## config.mk

```make
export PLATFORM = sky130hd
export DESIGN_NAME = load_store_unit_flat
export DESIGN_NICKNAME = d
export VERILOG_FILES = /design/src/rtl/load_store_unit_if.sv /design/src/rtl/load_store_unit.sv /design/src/flat_wrapper.sv
export SDC_FILE = /design/constraint.sdc
export NUM_CORES = 1
export LEC_CHECK = 0
export BUFFER_PORTS_ARGS = -buffer_cell sky130_fd_sc_hd__clkbuf_2
export CAP_MARGIN = 10
export CELL_PAD_IN_SITES_DETAIL_PLACEMENT = 1
export CELL_PAD_IN_SITES_GLOBAL_PLACEMENT = 2
export CORE_MARGIN = 8
export CORE_UTILIZATION = 26
export DETAILED_ROUTE_END_ITERATION = 8
export HOLD_SLACK_MARGIN = 0.02
export MAX_ROUTING_LAYER = met4
export PLACE_DENSITY = 0.8
export SLEW_MARGIN = 10
export SYNTH_ARGS = -nofsm -noshare
export SYNTH_HDL_FRONTEND = slang
export SYNTH_SLANG_ARGS = --single-unit
```

## constraint.sdc

```tcl
create_clock -name clk -period 1.7 [get_ports clk]
set_input_delay 0.17 -clock clk [delete_from_list [all_inputs] [get_ports clk]]
set_output_delay 0.17 -clock clk [all_outputs]
set_load 0.05 [all_outputs]
```

## src/rtl/load_store_unit_if.sv

```systemverilog
// Request/response channel between the MEM stage (master) and the load/store unit (slave).
interface load_store_unit_if;
  logic        req_valid;
  logic        req_ready;
  logic        req_write;
  logic [1:0]  req_size;
  logic        req_unsigned;
  logic [31:0] req_addr;
  logic [31:0] req_wdata;
  logic        resp_valid;
  logic [31:0] resp_rdata;
  logic [1:0]  resp_err;

  modport master (
    output req_valid, req_write, req_size, req_unsigned, req_addr, req_wdata,
    input  req_ready, resp_valid, resp_rdata, resp_err
  );

  modport slave (
    input  req_valid, req_write, req_size, req_unsigned, req_addr, req_wdata,
    output req_ready, resp_valid, resp_rdata, resp_err
  );
endinterface

```

## src/rtl/load_store_unit.sv

```systemverilog
// Load/store unit: one outstanding access to a word-only data memory, sub-word stores via RMW.
// Optional LSU_STATS_EN adds saturating load/store/error counters.
module load_store_unit #(
  parameter int unsigned MEM_WORDS = 64
`ifdef LSU_STATS_EN
  , parameter int unsigned COUNT_W = 16
`endif
) (
  input  logic               clk,
  input  logic               reset,
  load_store_unit_if.slave   lsu,
  output logic [31:0]        address,
  output logic [31:0]        write_data,
  output logic               MemWrite,
  output logic               MemRead,
  input  logic [31:0]        read_data
`ifdef LSU_STATS_EN
  , output logic [COUNT_W-1:0] stat_loads
  , output logic [COUNT_W-1:0] stat_stores
  , output logic [COUNT_W-1:0] stat_errors
`endif
);

  localparam int unsigned DATA_W     = 32;
  localparam logic [31:0] ADDR_LIMIT = 32'(4 * MEM_WORDS);

  localparam logic [1:0] ST_IDLE = 2'd0;
  localparam logic [1:0] ST_RD   = 2'd1;
  localparam logic [1:0] ST_WR   = 2'd2;
  localparam logic [1:0] ST_RESP = 2'd3;

  localparam logic [1:0] SZ_BYTE = 2'b00;
  localparam logic [1:0] SZ_HALF = 2'b01;
  localparam logic [1:0] SZ_WORD = 2'b10;

  logic [1:0]        state_q, state_d;
  logic [DATA_W-1:0] addr_q, addr_d;
  logic [1:0]        size_q, size_d;
  logic              unsigned_q, unsigned_d;
  logic              write_q, write_d;
  logic [DATA_W-1:0] data_q, data_d;
  logic [DATA_W-1:0] resp_rdata_q, resp_rdata_d;
  logic [1:0]        resp_err_q, resp_err_d;
  logic              resp_valid_q, resp_valid_d;
  logic              req_ready_q, req_ready_d;

  logic [1:0]        req_err;
  logic [4:0]        lane_sh;
  logic [DATA_W-1:0] rd_lane, lane_mask, merged, rd_ext;

`ifdef LSU_STATS_EN
  logic [COUNT_W-1:0] loads_q, loads_d, stores_q, stores_d, errors_q, errors_d;
`endif

  // Request legality: alignment/size takes priority over range
  always_comb begin
    req_err = 2'b00;
    if (lsu.req_size == 2'b11 ||
        (lsu.req_size == SZ_HALF && lsu.req_addr[0]) ||
        (lsu.req_size == SZ_WORD && lsu.req_addr[1:0] != 2'b00)) begin
      req_err = 2'b01;
    end else if (lsu.req_addr >= ADDR_LIMIT) begin
      req_err = 2'b10;
    end
  end

  assign lane_sh   = {addr_q[1:0], 3'b000};
  assign rd_lane   = read_data >> lane_sh;
  assign lane_mask = ((size_q == SZ_BYTE) ? 32'h0000_00FF : 32'h0000_FFFF) << lane_sh;
  assign merged    = (read_data & ~lane_mask) | ((data_q << lane_sh) & lane_mask);

  always_comb begin
    rd_ext = read_data;
    case (size_q)
      SZ_BYTE: rd_ext = unsigned_q ? {24'h0, rd_lane[7:0]}
                                   : {{24{rd_lane[7]}}, rd_lane[7:0]};
      SZ_HALF: rd_ext = unsigned_q ? {16'h0, rd_lane[15:0]}
                                   : {{16{rd_lane[15]}}, rd_lane[15:0]};
      default: rd_ext = read_data;
    endcase
  end

  // Next-state and datapath updates
  always_comb begin
    state_d      = state_q;
    addr_d       = addr_q;
    size_d       = size_q;
    unsigned_d   = unsigned_q;
    write_d      = write_q;
    data_d       = data_q;
    resp_rdata_d = resp_rdata_q;
    resp_err_d   = resp_err_q;
`ifdef LSU_STATS_EN
    loads_d      = loads_q;
    stores_d     = stores_q;
    errors_d     = errors_q;
`endif
    case (state_q)
      ST_IDLE: begin
        if (lsu.req_valid) begin
          addr_d     = lsu.req_addr;
          size_d     = lsu.req_size;
          unsigned_d = lsu.req_unsigned;
          write_d    = lsu.req_write;
          data_d     = lsu.req_wdata;
          if (req_err != 2'b00) begin
            state_d      = ST_RESP;
            resp_err_d   = req_err;
            resp_rdata_d = '0;
`ifdef LSU_STATS_EN
            if (!(&errors_q)) errors_d = errors_q + COUNT_W'(1);
`endif
          end else if (lsu.req_write && lsu.req_size == SZ_WORD) begin
            state_d = ST_WR;
          end else begin
            state_d = ST_RD;
          end
        end
      end
      ST_RD: begin
        if (write_q) begin
          data_d  = merged;
          state_d = ST_WR;
        end else begin
          resp_rdata_d = rd_ext;
          resp_err_d   = 2'b00;
          state_d      = ST_RESP;
`ifdef LSU_STATS_EN
          if (!(&loads_q)) loads_d = loads_q + COUNT_W'(1);
`endif
        end
      end
      ST_WR: begin
        resp_rdata_d = '0;
        resp_err_d   = 2'b00;
        state_d      = ST_RESP;
`ifdef LSU_STATS_EN
        if (!(&stores_q)) stores_d = stores_q + COUNT_W'(1);
`endif
      end
      default: state_d = ST_IDLE;
    endcase
    resp_valid_d = (state_d == ST_RESP);
    req_ready_d  = (state_d == ST_IDLE);
  end

  always_ff @(posedge clk) begin
    if (reset) begin
      state_q      <= ST_IDLE;
      addr_q       <= '0;
      size_q       <= '0;
      unsigned_q   <= 1'b0;
      write_q      <= 1'b0;
      data_q       <= '0;
      resp_rdata_q <= '0;
      resp_err_q   <= '0;
      resp_valid_q <= 1'b0;
      req_ready_q  <= 1'b1;
`ifdef LSU_STATS_EN
      loads_q      <= '0;
      stores_q     <= '0;
      errors_q     <= '0;
`endif
    end else begin
      state_q      <= state_d;
      addr_q       <= addr_d;
      size_q       <= size_d;
      unsigned_q   <= unsigned_d;
      write_q      <= write_d;
      data_q       <= data_d;
      resp_rdata_q <= resp_rdata_d;
      resp_err_q   <= resp_err_d;
      resp_valid_q <= resp_valid_d;
      req_ready_q  <= req_ready_d;
`ifdef LSU_STATS_EN
      loads_q      <= loads_d;
      stores_q     <= stores_d;
      errors_q     <= errors_d;
`endif
    end
  end

  // Memory port decoded from registered state; enables blocked during reset
  assign MemRead    = (state_q == ST_RD) & ~reset;
  assign MemWrite   = (state_q == ST_WR) & ~reset;
  assign address    = (state_q == ST_RD || state_q == ST_WR) ? {addr_q[31:2], 2'b00} : '0;
  assign write_data = (state_q == ST_WR) ? data_q : '0;

  assign lsu.req_ready  = req_ready_q;
  assign lsu.resp_valid = resp_valid_q;
  assign lsu.resp_rdata = resp_rdata_q;
  assign lsu.resp_err   = resp_err_q;

`ifdef LSU_STATS_EN
  assign stat_loads  = loads_q;
  assign stat_stores = stores_q;
  assign stat_errors = errors_q;
`endif

endmodule

```

## src/flat_wrapper.sv

```systemverilog
// flat-port wrapper written by rule: the top's interface ports become plain ports
module load_store_unit_flat 
#(
  parameter int unsigned MEM_WORDS = 64

)
  (clk, reset, address, write_data, MemWrite, MemRead, read_data, lsu_req_valid, lsu_req_write, lsu_req_size, lsu_req_unsigned, lsu_req_addr, lsu_req_wdata, lsu_req_ready, lsu_resp_valid, lsu_resp_rdata, lsu_resp_err);
  load_store_unit_if lsu_i ();
  input  logic clk;
  input  logic reset;
  output logic [31:0] address;
  output logic [31:0] write_data;
  output logic MemWrite;
  output logic MemRead;
  input  logic [31:0] read_data;
  input wire logic [$bits(lsu_i.req_valid)-1:0] lsu_req_valid;
  input wire logic [$bits(lsu_i.req_write)-1:0] lsu_req_write;
  input wire logic [$bits(lsu_i.req_size)-1:0] lsu_req_size;
  input wire logic [$bits(lsu_i.req_unsigned)-1:0] lsu_req_unsigned;
  input wire logic [$bits(lsu_i.req_addr)-1:0] lsu_req_addr;
  input wire logic [$bits(lsu_i.req_wdata)-1:0] lsu_req_wdata;
  output wire logic [$bits(lsu_i.req_ready)-1:0] lsu_req_ready;
  output wire logic [$bits(lsu_i.resp_valid)-1:0] lsu_resp_valid;
  output wire logic [$bits(lsu_i.resp_rdata)-1:0] lsu_resp_rdata;
  output wire logic [$bits(lsu_i.resp_err)-1:0] lsu_resp_err;
  assign lsu_i.req_valid = lsu_req_valid;
  assign lsu_i.req_write = lsu_req_write;
  assign lsu_i.req_size = lsu_req_size;
  assign lsu_i.req_unsigned = lsu_req_unsigned;
  assign lsu_i.req_addr = lsu_req_addr;
  assign lsu_i.req_wdata = lsu_req_wdata;
  assign lsu_req_ready = lsu_i.req_ready;
  assign lsu_resp_valid = lsu_i.resp_valid;
  assign lsu_resp_rdata = lsu_i.resp_rdata;
  assign lsu_resp_err = lsu_i.resp_err;
  load_store_unit #(.MEM_WORDS(MEM_WORDS)) u_core (.clk(clk), .reset(reset), .lsu(lsu_i), .address(address), .write_data(write_data), .MemWrite(MemWrite), .MemRead(MemRead), .read_data(read_data));
endmodule
```

==> impl_metrics.yaml <==
worst_setup_path:
  r2r_cells: 10
  cp_max_fo: 5
  crit_start: "u_core.state_q[0]"
  r2r_setup_slack_ns: -0.20
  worst-setup-path-type: "flop to flop"
  regToRegStartpoint: "u_core.state_q[0]"
  worstPathArrival_ns: 2.17
  cp.required_ns: 1.97
  endpoint_kind: "flop"
  start_kind: "flop"
hold_path:
  holdPathStages: 3
  worstHoldPathType: "input pin to flop"
  hold_end: "u_core.addr_q[19]"
  min_from: "lsu_req_addr[19]"
power:
  power_frac_seq_pct: 19.4
  p_int_w: 0.0105
  p_clk_share_pct: 12.8
  comb_power_share_pct: 67.8
  p_per_area_nw_per_um2: 1770
  switchingPower_w: 0.00847
  power.leakage_nw: 4.46
  p_sw_share_pct: 44.7
  peakVddDrop_v: 0.000681
global_route:
  antenna_found_initial: 0
  grt_max_degree: 38
  overflow: 0
  grt_pass1_wl_um: 44200
  grt_pass1_vias: 7515
  grt_use_total_pct: 20.5
routing:
  firstDrtPassIters: 5
  drt-wirelength-per-cell_um: 22.5
  final_antenna_net_count: 0
  post_drt_via_cell_ratio: 5.21
  drtIter0Drc: 309
  routed_wirelength_um: 30000
  vias: 6945
  drc: 0
floorplan:
  start_util_pct: 26.6
  rows: 55
  coreArea_um2: 22700
  pin_count: 205
  die_x_um: 168
  die_area_um2: 28400
  fp.dieH_um: 168
logic_synthesis:
  ys_seq_area_share_pct: 35.2
  ys.flop_type: "dfxtp_1"
  ys_async_sr_fraction_pct: 0
  syn_inst: 752
  ys.warnings.count: 0
  synth-edff-count: 0
  synth-seq-cells: 106
  avgSynthCellArea_um2: 8.03
  synthDistinctLibCells: 54
  synth_area_um2: 6040
sta:
  rsz0062_at_grt: "yes"
  fin_setup_tns_ns: -9.77
  slew_viol_final: 0
  max_freq_ghz: 0.526
  min_period_ns: 1.90
  postLayoutSetupSlackWorst_ns: -0.200
  finalClockSkew_ns: 0.0174
  relSlewSlack_pct: 66.4
  worst_slew_pin_slew_ns: 0.501
  setup_viol: 127
  final-hold-violation-count: 0
  min_period_over_period_pct: 112
run_status:
  status: "complete, but fails checks"
  violations: "negative setup slack"
cts:
  clk-insertion-delay-late_ns: 0.37
  htree_num_levels: 3
  clk_pin_slew_worst_paths_ns: 0.09
  cts.sinks: 106
  cts_tree: "built"
  cts_inserted_buffers: 9
  clk_path_buf_depth: 2
  cts_root_buf: "clkbuf_16"
finish:
  n_antenna_cell: 0
  nets: 1151
  area_delta_synth_final_pct: 77.3
  fin_util_pct: 47.1
  drive_gt1_share_pct: 50.1
job:
  maxCapViolCount: 0
placed_design:
  gp_congestion: 0.822
  io_buffer_count: 202
  hpwlAfterDp_um: 19200
-- power groups by stage --
stage,registers [W],clock network (W),logic (W)
final,0.00368,0.00242,0.0128
after global routing,0.00375,0.00254,0.0135
after CTS,0.00360,0.00244,0.0115
after detailed placement,0.00360,0,0.00816
after global placement,0.00358,0,0.00805
after floorplan,0.00402,0,0.00489
-- placed cells by master, fill, tap and decap left out, types with 5 or more instances in the layout --
cell type / count
a211oi_1: 11
a211oi_2: 25
a21oi_1: 68
a21oi_2: 10
a221o_1: 14
a22oi_1: 8
and2_4: 62
buf_12: 45
buf_16: 6
buf_4: 97
buf_6: 16
buf_8: 7
clkbuf_16: 42
clkbuf_2: 137
dfxtp_1: 102
mux2i_1: 49
nand2_1: 85
nand2b_1: 27
nand4_1: 8
nor2_1: 50
nor2_2: 8
nor2_4: 13
nor2b_1: 8
nor3b_1: 7
nor4_1: 5
o211ai_1: 18
o211ai_2: 10
o21ai_0: 26
o221ai_1: 5
-- cells in the mapped netlist, drive strengths merged (3+ instances only) --
library cell	count	area, um^2
a211o	3	35.0
a211oi	37	278
a21oi	79	399
a221o	14	140
a22oi	8	60.1
and2	64	400
buf	26	159
clkbuf	40	150
dfxtp	106	2120
ha	4	50.1
inv	6	22.5
mux2i	50	500
nand2	85	319
nand2b	27	169
nand4	8	50.1
nor2	70	273
nor2b	11	68.8
nor3	5	30.0
nor3b	9	78.8
nor4	6	37.5
o211ai	28	260
o21ai	26	130
o221ai	7	61.3
o22ai	8	50.1
-- metal layers --
| metal | GRT usage [%] | up-vias | part of all wire (%) | routed length, um |
|---|---|---|---|---|
| met5 | - | - | 0 | 0 |
| met4 | 6.95 | 0 | 2.7 | 797 |
| met3 | 3.79 | 47 | 4.8 | 1450 |
| met2 | 34.3 | 219 | 50 | 14900 |
| met1 | 24.4 | 3423 | 43 | 12900 |
| li1 | - | 3256 | - | - |
-- critical path: stages, from the launching register on --
cell and delay [ns]:
dfxtp_4 0.37, buf_6 0.12, ha_4 0.15, buf_6 0.12, nor2b_4 0.12, buf_6 0.11
nor3_4 0.19, buf_6 0.20, clkbuf_16 0.18, nor2_1 0.04, a211oi_1 0.21
-- stage by stage --
step / worst slack [ns] / instances / power, W / hold slack [ns] / instance area (um^2)
global route: -0.274 / 1334 / 0.0198 / 0.0237 / 10700
CTS: -0.159 / 1323 / 0.0176 / 0.0241 / 10300
finish: -0.200 / 1334 / 0.0189 / 0.0251 / 10700
global placement: -0.382 / 1269 / 0.0116 / 0.397 / 8440
floorplan: -0.0658 / 753 / 0.00892 / 0.299 / 6110
detailed placement: -0.453 / 1269 / 0.0118 / 0.402 / 8440
-- cell families (layout without fill, tap and decap cells) --
| logic type | after synthesis | in the layout | synth area share (%) |
|---|---|---|---|
| AO/OA/AOI/OAI | 220 | 221 | 24.7 |
| adder cells (fa/ha/maj) | 4 | 4 | 0.829 |
| buffers and inverters | 74 | 368 | 5.62 |
| flip-flops | 106 | 106 | 35.2 |
| multiplexers | 51 | 51 | 8.66 |
| other | 1 | 2 | 0.0621 |
| AND/OR/NAND/NOR | 296 | 297 | 25.0 |
-- final cells by class --
type,count,area [um^2]
Clock inverter,7,101
Clock buffer,9,225
Sequential cell,106,2130
Timing Repair Buffer,344,3620
Fill cell,2563,12000
Multi-Input combinational cell,575,4220
Tap cell,285,357
Inverter,8,42.5
-- worst max path at each step --
stage,endpoint,cells past startpoint
2_1_floorplan,u_core.lsu.resp_rdata[16],7
3_3_place_gp,u_core.lsu.resp_rdata[18],6
3_5_place_dp,u_core.lsu.resp_rdata[0],6
4_1_cts,u_core.data_q[4],9
5_1_grt,flop,10
6_report,flop,10
-- repair_timing --
action                     in CTS  in global routing
setup endpoints to repair     133                159
hold buffers                    3                  0
buffers inserted               25                 10
gates resized for setup       224                 68
pin swaps                      54                 49
hold endpoints to repair        3                  0
gates cloned                   11                  6
(Power assumes the default switching activity.)
